**src/rtl/hazard_fwd_unit.sv**
```systemverilog
// ---------------------------------------------------------------------------
// hazard_fwd_unit
//
// Decode-stage hazard detection and operand-bypass selection. A shadow
// pipeline mirrors the writer metadata (we, dst, is_load) of every
// instruction after ID: stage 1 = EX ... stage NUM_STAGES = WB. The reads of
// the instruction in ID are compared against it to produce a load-use stall
// and a registered one-hot bypass select, which is valid in the consumer's
// EX cycle.
//
// Ports
//   clk        : clock
//   rst        : synchronous reset, active-high
//   id_valid   : ID holds a real instruction
//   id_re      : per-port read enable            [NUM_RD]
//   id_raddr   : read addresses, port p at [p*ADDR_W +: ADDR_W]
//   id_we      : ID instruction writes the register file
//   id_waddr   : ID destination register
//   id_is_load : ID instruction is a data-memory load
//   id_hold    : external freeze, ID does not advance
//   flush      : kills the ID instruction
//   cond_kill  : clears we of the stage-1 entry as it moves to stage 2
//   stall_id   : combinational load-use stall for IM_ID / PC
//   byp_sel    : registered bypass select, bit k of port p = source stage k+2
//   stall_cnt  : saturating count of load-use stall cycles
// ---------------------------------------------------------------------------
module hazard_fwd_unit #(
  parameter int NUM_RD     = 2,
  parameter int ADDR_W     = 4,
  parameter int NUM_STAGES = 3,
  parameter int LOAD_STAGE = 3,
  parameter int CNT_W      = 16
) (
  input  logic                                clk,
  input  logic                                rst,
  input  logic                                id_valid,
  input  logic [NUM_RD-1:0]                   id_re,
  input  logic [NUM_RD*ADDR_W-1:0]            id_raddr,
  input  logic                                id_we,
  input  logic [ADDR_W-1:0]                   id_waddr,
  input  logic                                id_is_load,
  input  logic                                id_hold,
  input  logic                                flush,
  input  logic                                cond_kill,
  output logic                                stall_id,
  output logic [NUM_RD*(NUM_STAGES-1)-1:0]    byp_sel,
  output logic [CNT_W-1:0]                    stall_cnt
);

  localparam int BW = NUM_STAGES - 1;

  // Shadow pipeline, indexed by stage number (1 = EX).
  logic [NUM_STAGES:1] s_we_reg;
  logic [NUM_STAGES:1] s_ld_reg;
  logic [ADDR_W-1:0]   s_dst_reg [1:NUM_STAGES];

  logic [NUM_RD*BW-1:0] byp_sel_reg;
  logic [NUM_RD*BW-1:0] byp_sel_next;
  logic [CNT_W-1:0]     stall_cnt_reg;

  logic [NUM_RD-1:0]    port_haz;
  logic                 hazard;
  logic                 advance;

  // Stages whose output is still too early to carry load data for a
  // consumer that would enter EX next cycle: k + 1 < LOAD_STAGE.
  logic [NUM_STAGES:1]  early_mask;

  genvar gi;

  for (gi = 1; gi <= NUM_STAGES; gi++) begin : g_early
    assign early_mask[gi] = (gi + 1 < LOAD_STAGE);
  end

  // -------------------------------------------------------------------------
  // Per-read-port match, youngest-writer priority and bypass select.
  // -------------------------------------------------------------------------
  for (gi = 0; gi < NUM_RD; gi++) begin : g_port
    logic [ADDR_W-1:0]   raddr;
    logic                rd_active;
    logic [NUM_STAGES:1] hit;
    logic [NUM_STAGES:1] youngest;
    logic                seen;

    assign raddr     = id_raddr[gi*ADDR_W +: ADDR_W];
    // Register 0 is hardwired zero and never needs a bypass.
    assign rd_active = id_valid & id_re[gi] & (raddr != '0);

    always_comb begin
      hit = '0;
      for (int k = 1; k <= NUM_STAGES; k++) begin
        hit[k] = rd_active & s_we_reg[k] & (s_dst_reg[k] == raddr);
      end
    end

    // Keep only the lowest-numbered (youngest) match; older writers to the
    // same register hold stale values.
    always_comb begin
      youngest = '0;
      seen     = 1'b0;
      for (int k = 1; k <= NUM_STAGES; k++) begin
        youngest[k] = hit[k] & ~seen;
        seen        = seen | hit[k];
      end
    end

    assign port_haz[gi] = |(youngest & s_ld_reg & early_mask);

    // A match at stage k moves to stage k+1 as the consumer enters EX, so
    // youngest bit k lands on byp_sel bit k-1 ("source = stage k+1"). A match
    // at the last stage is dropped: the RF write-before-read covers it.
    assign byp_sel_next[gi*BW +: BW] = advance ? youngest[NUM_STAGES-1:1] : '0;
  end

  assign hazard   = |port_haz;
  // A flushed instruction never reaches EX, so it must not stall the front end.
  assign stall_id = hazard & ~flush;
  assign advance  = ~stall_id & ~id_hold & ~flush;

  // -------------------------------------------------------------------------
  // Shadow pipeline. Multi-cycle load latency needs no extra state: the load
  // keeps moving while bubbles are inserted behind it.
  // -------------------------------------------------------------------------
  always_ff @(posedge clk) begin
    if (rst) begin
      s_we_reg <= '0;
      s_ld_reg <= '0;
      for (int k = 1; k <= NUM_STAGES; k++) begin
        s_dst_reg[k] <= '0;
      end
    end else begin
      s_we_reg[1]  <= advance & id_we & id_valid;
      s_ld_reg[1]  <= advance & id_is_load & id_valid;
      s_dst_reg[1] <= advance ? id_waddr : '0;

      // A conditional write (ADDZ not taken) is cancelled as it leaves EX.
      s_we_reg[2]  <= s_we_reg[1] & ~cond_kill;
      s_ld_reg[2]  <= s_ld_reg[1];
      s_dst_reg[2] <= s_dst_reg[1];

      for (int k = 3; k <= NUM_STAGES; k++) begin
        s_we_reg[k]  <= s_we_reg[k-1];
        s_ld_reg[k]  <= s_ld_reg[k-1];
        s_dst_reg[k] <= s_dst_reg[k-1];
      end
    end
  end

  // -------------------------------------------------------------------------
  // Bypass select register and saturating stall statistics.
  // -------------------------------------------------------------------------
  always_ff @(posedge clk) begin
    if (rst) begin
      byp_sel_reg   <= '0;
      stall_cnt_reg <= '0;
    end else begin
      byp_sel_reg <= byp_sel_next;
      if (stall_id && (stall_cnt_reg != {CNT_W{1'b1}})) begin
        stall_cnt_reg <= stall_cnt_reg + {{(CNT_W-1){1'b0}}, 1'b1};
      end
    end
  end

  assign byp_sel   = byp_sel_reg;
  assign stall_cnt = stall_cnt_reg;

endmodule
```
**config.mk**
```make
export PLATFORM = sky130hd
export DESIGN_NAME = hazard_fwd_unit
export DESIGN_NICKNAME = d
export VERILOG_FILES = /design/src/rtl/hazard_fwd_unit.sv
export SDC_FILE = /design/constraint.sdc
export NUM_CORES = 1
export LEC_CHECK = 0
export BUFFER_PORTS_ARGS = -buffer_cell sky130_fd_sc_hd__buf_4
export CAP_MARGIN = 10
export CORE_MARGIN = 3
export CORE_UTILIZATION = 53
export CTS_BUF_LIST = sky130_fd_sc_hd__clkbuf_8
export CTS_CLUSTER_SIZE = 16
export DETAILED_ROUTE_END_ITERATION = 8
export MAX_ROUTING_LAYER = met4
export PLACE_DENSITY_LB_ADDON = 0.2
export SETUP_SLACK_MARGIN = 0.02
export SLEW_MARGIN = 20
export SYNTH_ARGS = -nofsm -noshare
export SYNTH_HDL_FRONTEND = slang
export SYNTH_SLANG_ARGS = --single-unit
```
**constraint.sdc**
```tcl
create_clock -name clk -period 2.15 [get_ports clk]
set_input_delay 0.43 -clock clk [delete_from_list [all_inputs] [get_ports clk]]
set_output_delay 0.43 -clock clk [all_outputs]
set_load 0.05 [all_outputs]
```
-- Word-level counts from Yosys, hierarchy flattened
Memory sizes are Yosys's and may differ from the RTL's.
Index checks and enable logic that the tools add are counted.
- muxes and demuxes: 7
- bitwise logic cells: 34
- reductions and logical operators: 5
- add/subtract/negate cells: 1
- eq/ne operators: 5
- operator list (operator ; number):
    $and A1 B1 Y1 ; 24
    $add A16 B1 Y16 const B ; 1
    $eq A4 B4 Y1 ; 4
    $mux W4 ; 4
    $ne A16 B16 Y1 const B ; 1
    $reduce_bool A4 Y1 ; 2
    $not A1 Y1 ; 7
    $reduce_or A2 Y1 ; 2
    $mux W1 ; 3
    $or A1 B1 Y1 ; 3
    $logic_and A1 B1 Y1 ; 1
- memories: 1
- bits in registers: 24
- output and inout port bits: 21
- memory bits (writable): 12
- memories (name ; depth ; width ; read ports ; clocked after Yosys merged registers in ; wr ports ; line ; source):
    s_dst_reg ; 3 ; 4 ; 2 ; 0 ; 3 ; 55 ; logic [ADDR_W-1:0] s_dst_reg [1:NUM_STAGES];

-- Depth between registers and ports, before layout
Gate-level depths: netlist (run 1).
- depth in word-level cells: 12
- mapped depth: 8
- depth with buffers taken out: 7

-- Worst setup path before layout (run 1)
OpenSTA, ideal clock, no wires.
- kind: input-to-output
- start: in id_raddr[6]
- end: out stall_id
- stages: 5
- arrival: 1749 ps
- setup slack: -29 ps
- data required time: 1720 ps
- buffers on the path: 0
- cells stage by stage: xnor2_1 -> nand3_1 -> nor3_4 -> nor2_1 -> nor2_1
- word-level cells in the longest chain between the ends: 7
- ends and longest elaborated chain (item ; line ; source):
    start, declared ; 38 ; input logic [NUM_RD*ADDR_W-1:0] id_raddr,
    $reduce_bool A4 Y1 ; 87 ; assign rd_active = id_valid & id_re[gi] & (raddr != '0);
    $and A1 B1 Y1 ; 87 ;
    $and A1 B1 Y1 ; 92 ; hit[k] = rd_active & s_we_reg[k] & (s_dst_reg[k] == raddr);
    $and A1 B1 Y1 (*) ; 92 ;
    $and A1 B1 Y1 (*) ; 107 ; assign port_haz[gi] = |(youngest & s_ld_reg & early_mask);
    $reduce_or A2 Y1 (*) ; 115 ; assign hazard = |port_haz;
    $and A1 B1 Y1 (*) ; 117 ; assign stall_id = hazard & ~flush;
    end, declared ; 45 ; output logic stall_id,
Every way passes the cells marked *; elsewhere a longest branch is shown, timed or not.

-- Worst setup path in the final report (run 1)
- start: in id_raddr[0]
- end: out stall_id
The elaborated chain is that of the path after synthesis.

==> results of run 1 <==
-- critical path: cells and delay by family --
kind / cells / cell delay, ps
buf+inv: 2 / 310
simple gates: 5 / 880
-- cells by family (layout without fill, tap and decap cells) --
kind of cell	Yosys count	after routing
compound gates	31	31
xor+xnor	19	19
flops	31	31
buf+inv	7	60
mux	1	1
simple gates	69	69
fa+ha+maj	1	1
-- routing by layer --
metal  global-route usage (%)  vias to the layer above  part of all wire [%]
li1                         -                      675                     -
met1                     26.5                      615                    43
met2                     33.5                       46                    49
met3                     5.70                        9                   6.0
met4                     13.3                        0                   2.5
met5                        -                        -                     0
-- final cells by class --
class | instances | area [µm²] | area share (%)
multi-input combinational | 121 | 823 | 41.8
sequential | 31 | 622 | 31.6
timing repair buffer | 48 | 373 | 18.9
clock buffer | 7 | 96.3 | 4.89
tap | 30 | 37.5 | 1.90
inverter | 4 | 15.0 | 0.762
clock inverter | 1 | 3.75 | 0.190
-- stage by stage --
step                util, %  setup TNS (ps)  area [µm²]
CTS                    76.7               0        1970
global placement       72.2               0        1850
global route           76.8               0        1970
floorplan                 -               0        1480
detailed placement     72.2          -0.492        1850
finish                 76.8               0        1970
-- power breakdown --
group          internal (mW)  switching (mW)  total, mW
combinational         0.0470          0.0358     0.0827
sequential             0.579         0.00380      0.582
clock                  0.287           0.202      0.488
total                  0.912           0.241       1.15
-- timing repair --
item	CTS	global route
setup buffers	2	0
gates resized for setup	0	1
endpoints found under the setup margin	1	2
hold endpoints to repair	0	0
pin swaps	2	1
-- cells in the final DEF (no fill, tap or decap), drive strengths merged --
master,instances
buf,48
dfxtp,31
xnor2,16
o21ai,12
or3,10
a21oi,10
nand3,10
and3,9
nor2,8
clkbuf,7
nand2,6
and2,6
nor3,6
inv,5
nor2b,5
xor2,3
or4,2
o211ai,2
o2111ai,2
o21a,2
nand4,2
nand2b,1
and4,1
a311oi,1
o21ba,1
nor4b,1
a31oi,1
mux2i,1
nor3b,1
nor4,1
ha,1
-- worst paths after layout --
path | endpoint | cells after the start
setup / recovery | stall_id | 7
hold / removal | s_we_reg[2] | 2
setup reg to reg | stall_cnt[9] | 6
hold reg to reg | byp_sel[3] | 1
==> impl_results.md, run 1 <==
* Area grow syn2layout at 33.8%
* Worst Tran Pin Value at 420 ps
* Post-synth EDFFs at 0
* Max IR drop VDD at 0.600 mV
* Avg Synthesized Cell Area at 9.26 µm²
* Async SR Flop Fraction at 0%
* Max Slew Vio Count at 0
* Clock transition at the registers of the reported paths at 60 ps
* Starting density of the core at 57.4%
* First-pass GRT wire length at 5600 µm
* Final worst slack at 97.3 ps
* Setup crit end kind: output port
* Largest cells by area after synthesis: dfxtp_1, xnor2_1, or3_1, a21oi_1, and3_1
* 1st-iter DRT viols at 57
* Clock Path Buffers at 2
* Skew-Pair Late Insertion Delay at 280 ps
* Net Count, Synth at 182
* Synthesized flop and latch total at 31
* Core ar. at 2570 µm²
* Initial antenna violation count at 0
* GRT Total Usage at 22.2%
* Cts bufs inserted at 5
* Die area at 3450 µm²
* Final hold vios at 0
* WHS at 306 ps
* Post-synthesis xor/xnor area fraction at 11.3%
* Min Tclk post-route at 2050 ps
* Vias in the first global route at 1290
* Std cell rows at 18
* Post-DR vias/cell at 5.56
* TritonRoute pass-1 iters at 4
* # fillers at 185
* WP data arrival at 1620 ps
* Worst hold path class: input port to register
* Routed via count at 1345
* Synth warn at 0
* Main flop type after synthesis: dfxtp_1
* Crit. Startpoint: id_raddr[0]
* Slew HR at 71.9%
* Placed Cells incl. Taps at 232
* Post-synth cell types at 35
* Post-synth top area cell: dfxtp_1
* Required @ worst endpoint at 1720 ps
* Fin crit share at 95.5%
* DRC violations left at 0
* Post-synthesis mux area share at 0.680%
* RSZ-0062 raised after global routing: no
* Lkg Pwr at 0.797 nW
* Worst setup SP type: input port
* FF-to-FF Start: stall_cnt[9]
* Post-Syn Instances at 159
* Top cell type's share of synthesized area at 42.1%
* # diodes at 0
* CP cell instances: buf_4, or4_1, nand3_1, nor3_4, nor2_2, nor2_2, buf_4
* Die Wd at 58.7 µm
* Root Buffer: clkbuf_8
* PortBufs at 42
* H-Tree Level Count at 2
* Post-DP HPWL at 2480 µm
* Largest register FFs at 16
* Final Total Pwr at 1.15 mW
* Flop-to-flop setup slack at 130 ps
* Final ANT Viol Nets at 0
* WL/cell at 13.6 µm
* Most common cell in the synthesized netlist: dfxtp_1
* # hold bufs at CTS at 0
* Fmax at 487 MHz
* Mapped Area at 1470 µm²
* Nets at 234
* Post-synthesis compound-gate area fraction at 13.3%
* Routability cong. at 0.798
* Overall routed net length at 3290 µm
* WS Path Type: input port to output port
* Final cell count without fillers at 242
* Final setup viols at 0
* Register area share after synthesis at 42.1%
* Combinational family with the most area after synthesis: simple AND/OR/NAND/NOR gates
* Skew final at 5.26 ps
* Largest net degree at the start of global routing at 23
* Post-Synth Simple-Gate Area at 29.4%
* Critical path's largest stage delay at 530 ps
* Share of layout cells above drive strength 1 at 31.6%
* Power per cell area at 585 nW/µm²
* TritonCTS clock tree: done
* Slowest stage cell, crit path: or4_1
* CTS sink count at 31
* Outcome: completed
* Post-synthesis adder-cell area fraction at 0.850%
* Max_cap viols at 0
* Commonest cells in the synthesized netlist: dfxtp_1, xnor2_1, a21oi_1, o21ai_0, or3_1
* Die height at 58.7 µm
* I/O pins at 43
* Remaining Overflow, GRT at 0
* Hold path start: cond_kill
* Pre-CTS setup slack at -0.492 ps
* CP Max Fanout at 3
Power figures use the tool's default switching activity.
==> inputs of run 2 (changes only) <==
- BUFFER_PORTS_ARGS: -buffer_cell sky130_fd_sc_hd__buf_4 -> default
- CORE_UTILIZATION: 53 -> 55
- DONT_BUFFER_PORTS: default -> 1
==> impl_results.md, run 2 (synthesis results as in run 1) <==
* 1st-iter DRT viols at 39 (-32%)
* Worst hold path class: input port to register
* Hold path start: rst
* TritonCTS clock tree: done
* WP data arrival at 2170 ps (+550 ps)
* Required @ worst endpoint at 2360 ps (+640 ps)
* WHS at 211 ps (-94.5 ps)
* Outcome: completed
* Nets at 209 (-11%)
* Final setup viols at 0 (unchanged)
* Core ar. at 2520 µm² (-1.8%)
* # diodes at 0 (unchanged)
* Most frequent cells in the layout: dfxtp_1, buf_4, xnor2_1
* Power per cell area at 592 nW/µm² (+1.1%)
* Final Total Pwr at 1.04 mW (-9.4%)
* Final cell count without fillers at 217 (-10%)
* Slowest stage cell, crit path: or3_1
* Clock Path Buffers at 2 (unchanged)
* Root Buffer: clkbuf_8
* Pre-CTS setup slack at 98.5 ps (+99.0 ps)
* Critical path buffer and inverter count at 1 (-1)
* Largest net degree at the start of global routing at 23 (unchanged)
* Share of layout cells above drive strength 1 at 21.9% (-9.7 points)
* Clock transition at the registers of the reported paths at 60 ps (about the same)
* Std cell rows at 18 (unchanged)
* Post-DP HPWL at 2440 µm (-1.4%)
* GRT Total Usage at 21.6% (-0.61 points)
* # fillers at 206 (+11%)
* Die area at 3330 µm² (-3.3%)
* Largest register FFs at 16 (unchanged)
* Design Area, Final at 1770 µm² (-10%)
* RSZ-0062 raised after global routing: no
* Final worst slack at 192 ps (+94.6 ps)
* Fin crit share at 91.1% (-4.4 points)
* Worst R2R Path Depth at 7 (+1)
* Fin util at 70.0% (-6.8 points)
* Die height at 57.7 µm (-1.6%)
* Area grow syn2layout at 19.9%
* Remaining Overflow, GRT at 0 (unchanged)
* Int Pwr at 0.821 mW (-10%)
* Clock power share at 40.8% (-1.5 points)
* DRC violations left at 0 (unchanged)
* Register area at 622 µm² (unchanged)
* CP delay by family, top: compound AO/OA/AOI/OAI gates
* Sequential power share at 55.7% (+5.2 points)
* Skew-Pair Late Insertion Delay at 280 ps (about the same)
* Post-DR vias/cell at 5.77 (+3.9%)
* Routed via count at 1253 (-6.8%)
* H-Tree Level Count at 2 (unchanged)
* Vias in the first global route at 1232 (-4.5%)
* Fmax at 511 MHz (+4.8%)
* WL/cell at 15.2 µm (+12%)
* # hold bufs at CTS at 0 (unchanged)
* CTS resizes at 0 (unchanged)
* CP Max Fanout at 6 (+3)
* Placed Cells incl. Taps at 206 (-11%)
* Skew final at 6.74 ps (+1.48 ps)
* CP cell instances: buf_4, and3_1, nand3_1, a311oi_2, o211ai_1, or3_1, a21oi_1
* Hold path depth at 1 (-1)
* WS Path Type: register to register
* Setup crit end kind: register
* Starting density of the core at 58.4% (+1.0 points)
* Sw Pwr at 0.224 mW (-7.2%)
* I/O pins at 43 (unchanged)
* Initial antenna violation count at 0 (unchanged)
* Area of the multi-input gates at 821 µm² (-0.30%)
* FF-to-FF Start: stall_cnt[1]
* Die Wd at 57.7 µm (-1.6%)
* Area after DPL at 1660 µm² (-11%)
* CTS sink count at 31 (unchanged)
* Max IR drop VDD at 0.601 mV (+0.19%)
* PortBufs at 0 (-100%)
* Setup tns final at 0 ps (unchanged)
* Commonest non-fill, non-tap cell in the layout: dfxtp_1
* Final hold vios at 0 (unchanged)
* Min Tclk post-route at 1960 ps (-94.6 ps)
* Sw Share at 21.4% (+0.53 points)
* Critical path's largest stage delay at 360 ps (-170 ps)
* Cts bufs inserted at 5 (unchanged)
* Final ANT Viol Nets at 0 (unchanged)
* Worst setup SP type: register
* Slew HR at 68.0% (-3.9 points)
* Lkg Pwr at 0.659 nW (-17%)
* Max_cap viols at 0 (unchanged)
* Reg-to-reg critical path endpoint: stall_cnt[7]
* Routability cong. at 0.879 (+10%)
* First-pass GRT wire length at 5350 µm (-4.4%)
* Overall routed net length at 3310 µm (+0.70%)
* Max Slew Vio Count at 0 (unchanged)
* Hold EP: stall_cnt[3]
* Worst Tran Pin Value at 480 ps (+60.0 ps)
* Flop-to-flop setup slack at 190 ps (+60 ps)
* TritonRoute pass-1 iters at 4 (unchanged)
* Combinational fraction of design power at 3.4% (-3.8 points)
==> run 2: cell count changes in the layout (fill, tap and decap cells not counted) <==
cell / change
nor2_2: -1
buf_4: -25
nor2_1: +1
clkbuf_8: -2
clkinv_2: +1
clkinvlp_4: +1
==> run 2: worst max-delay path by stage <==
stage,from,to,slack [ps],cells after the start
floorplan,stall_cnt[1],stall_cnt[6],30,8
global placement,id_raddr[0],s_ld_reg[1],160,6
detailed placement,id_raddr[0],s_ld_reg[1],100,6
CTS,stall_cnt[1],stall_cnt[7],140,7
global route,stall_cnt[1],stall_cnt[11],70,7
finish,stall_cnt[1],stall_cnt[7],190,7
==> run 2: power groups by stage <==
stage | clock [mW] | sequential (mW) | combinational, mW
4_1_cts | 0.435 | 0.582 | 0.0361
5_1_grt | 0.469 | 0.582 | 0.0388
6_report | 0.427 | 0.582 | 0.0359
3_5_place_dp | 0 | 0.595 | 0.0361
3_3_place_gp | 0 | 0.595 | 0.0345
2_1_floorplan | 0 | 0.594 | 0.0361
==> run 2: routing by layer <==
metal	up-vias	share of wire (%)	track usage, %
met5	-	0	-
met1	577	43	23.5
met2	44	49	36.8
li1	624	-	-
met3	8	6.9	6.68
met4	0	1.5	7.95
==> run 2: what timing repair did <==
action	4_1_cts	5_1_grt
endpoints found under the setup margin	1	3
gates cloned	0	0
pin swaps	2	2
buffers inserted	2	1
==> run 2: final cells by class <==
cell class                 instances  share of cell area (%)
multi-input combinational        121                    46.5
sequential                        31                    35.2
timing repair buffer              23                    10.5
clock buffer                       5                    3.90
tap                               30                    2.13
clock inverter                     3                   0.921
inverter                           4                   0.850
==> inputs of run 3 (changes only) <==
- CORE_UTILIZATION: 55 -> 43
==> impl_results.md, run 3 (synthesis results as in run 1) <==
* Setup tns final at 0 ps (unchanged)
* PortBufs at 0 (unchanged)
* Critical path buffer and inverter count at 1 (unchanged)
* Slew HR at 67.7% (-0.27 points)
* Design Area, Final at 1760 µm² (-0.14%)
* Vias in the first global route at 1197 (-2.8%)
* Area after DPL at 1680 µm² (+1.1%)
* Hold path depth at 1 (unchanged)
* Fmax at 501 MHz (-1.8%)
* Clock power share at 39.1% (-1.7 points)
* First-pass GRT wire length at 5640 µm (+5.4%)
* CTS sink count at 31 (unchanged)
* Min Tclk post-route at 1990 ps (+36.0 ps)
* TritonCTS clock tree: done
* Area of the multi-input gates at 821 µm² (unchanged)
* Cts bufs inserted at 5 (unchanged)
* Slowest stage cell, crit path: dfxtp_1
* H-Tree Level Count at 2 (unchanged)
* Routability cong. at 0.837 (-4.8%)
* WL/cell at 14.7 µm (-3.9%)
* Most frequent cells in the layout: dfxtp_1, buf_4, xnor2_1
* Sw Pwr at 0.205 mW (-8.6%)
* Share of layout cells above drive strength 1 at 20.7% (-1.3 points)
* Power per cell area at 576 nW/µm² (-2.7%)
* 1st-iter DRT viols at 52 (+33%)
* Root Buffer: clkbuf_8
* Placed Cells incl. Taps at 220 (+6.8%)
* Core ar. at 3150 µm² (+25%)
* CP delay by family, top: simple AND/OR/NAND/NOR gates
* Die height at 64.5 µm (+12%)
* Largest register FFs at 16 (unchanged)
* Worst hold path class: input port to register
* Setup crit end kind: output port
* RSZ-0062 raised after global routing: no
* Critical path's largest stage delay at 370 ps (about the same)
* WHS at 222 ps (+10.5 ps)
* Outcome: completed
* Sw Share at 20.2% (-1.3 points)
* Starting density of the core at 46.7% (-12 points)
* Die area at 4160 µm² (+25%)
* Combinational fraction of design power at 3.5% (about the same)
* GRT Total Usage at 18.4% (-3.1 points)
* Max_cap viols at 0 (unchanged)
* Commonest non-fill, non-tap cell in the layout: dfxtp_1
* Lkg Pwr at 0.650 nW (-1.4%)
* Area grow syn2layout at 19.7%
* DRC violations left at 0 (unchanged)
* Initial antenna violation count at 0 (unchanged)
* Clock Path Buffers at 2 (unchanged)
* Sequential power share at 57.4% (+1.7 points)
* Overall routed net length at 3340 µm (+0.97%)
* Worst Tran Pin Value at 484 ps (+4.04 ps)
* # diodes at 0 (unchanged)
* Largest net degree at the start of global routing at 23 (unchanged)
* Std cell rows at 20 (+2)
* Required @ worst endpoint at 1720 ps (-640 ps)
* Final ANT Viol Nets at 0 (unchanged)
* Final Total Pwr at 1.01 mW (-2.8%)
* Worst path depth at 6 (-1)
* # fillers at 318 (+54%)
* CP cell instances: xnor2_1, nand3_1, nor3_4, nor2_1, nor2_2, buf_12
* Post-DP HPWL at 2540 µm (+4.2%)
* CP Max Fanout at 3 (-3)
* Nets at 208 (-0.48%)
* Final hold vios at 0 (unchanged)
* Final setup viols at 0 (unchanged)
* Clock transition at the registers of the reported paths at 60 ps (about the same)
* Max IR drop VDD at 0.355 mV (-41%)
* WS Path Type: register to output port
* I/O pins at 43 (unchanged)
* WP data arrival at 1560 ps (-610 ps)
* Skew final at 4.48 ps (-2.26 ps)
* Die Wd at 64.5 µm (+12%)
* Worst setup SP type: register
* TritonRoute pass-1 iters at 4 (unchanged)
* Routed via count at 1244 (-0.72%)
* Int Pwr at 0.810 mW (-1.3%)
* Max Slew Vio Count at 0 (unchanged)
* Skew-Pair Late Insertion Delay at 280 ps (about the same)
* Register area at 622 µm² (unchanged)
* Worst R2R Path Depth at 7 (unchanged)
* Remaining Overflow, GRT at 0 (unchanged)
* Final cell count without fillers at 228 (+5.1%)
* Fin crit share at 92.7% (+1.7 points)
* Post-DR vias/cell at 5.46 (-5.5%)
* CTS resizes at 0 (unchanged)
## run 3: cell types whose count changed in the layout (fill, tap and decap cells not counted)
| cell | before | now |
|---|---|---|
| buf_4 | 22 | 21 |
| clkinvlp_4 | 1 | 0 |
| clkinv_2 | 1 | 0 |
## run 3: through the flow
| stage | worst slack (ps) | util [%] |
|---|---|---|
| after CTS | 132 | 55.9 |
| after global routing | 44.5 | 55.9 |
| final | 156 | 55.9 |
| after floorplan | 32.9 | - |
| after detailed placement | 126 | 53.1 |
| after global placement | 193 | 53.1 |
## run 3: layout make-up
| type | count | area share (%) |
|---|---|---|
| inverters | 4 | 0.852 |
| repair buffers | 22 | 10.1 |
| flip-flops and latches | 31 | 35.3 |
| clock buffers | 5 | 3.90 |
| well taps | 44 | 3.12 |
| clock inverters | 1 | 0.213 |
| multi-input cells | 121 | 46.6 |
## run 3: power by group through the flow
stage / logic (mW) / clock network (mW) / registers [mW]
after floorplan: 0.0361 / 0 / 0.594
after global placement: 0.0346 / 0 / 0.595
after detailed placement: 0.0358 / 0 / 0.595
after CTS: 0.0358 / 0.413 / 0.582
after global routing: 0.0394 / 0.442 / 0.582
final: 0.0358 / 0.397 / 0.582
## run 3: repair_timing
| item | CTS | global route |
|---|---|---|
| setup endpoints to repair | 1 | 2 |
| pin swaps | 2 | 2 |
| gates cloned | 0 | 0 |
| setup buffers | 2 | 0 |
| hold buffers | 0 | 0 |
## run 3: final timing paths
kind                                 startpoint            end  slack, ps
worst min register to register      s_we_reg[2]     byp_sel[3]        470
worst min-delay path                  cond_kill    s_we_reg[2]        220
worst max-delay path            s_dst_reg[1][2]       stall_id        160
worst max register to register     stall_cnt[1]  stall_cnt[11]        190
## run 3: layer usage
layer / routed length, µm / GRT usage [%] / up-vias
met5: 0 / - / -
met4: 85 / 10.3 / 0
met3: 213 / 6.59 / 8
met2: 1690 / 30.4 / 35
met1: 1350 / 19.1 / 582
li1: - / - / 619
## run 3: worst reg2reg max path, cell delays in order (launching register included)
cell and delay, ps:
dfxtp_1 330, buf_4 210, and3_1 180, nand3_1 120, a311oi_2 310, o211ai_1 230
or3_1 360, a21oi_1 140
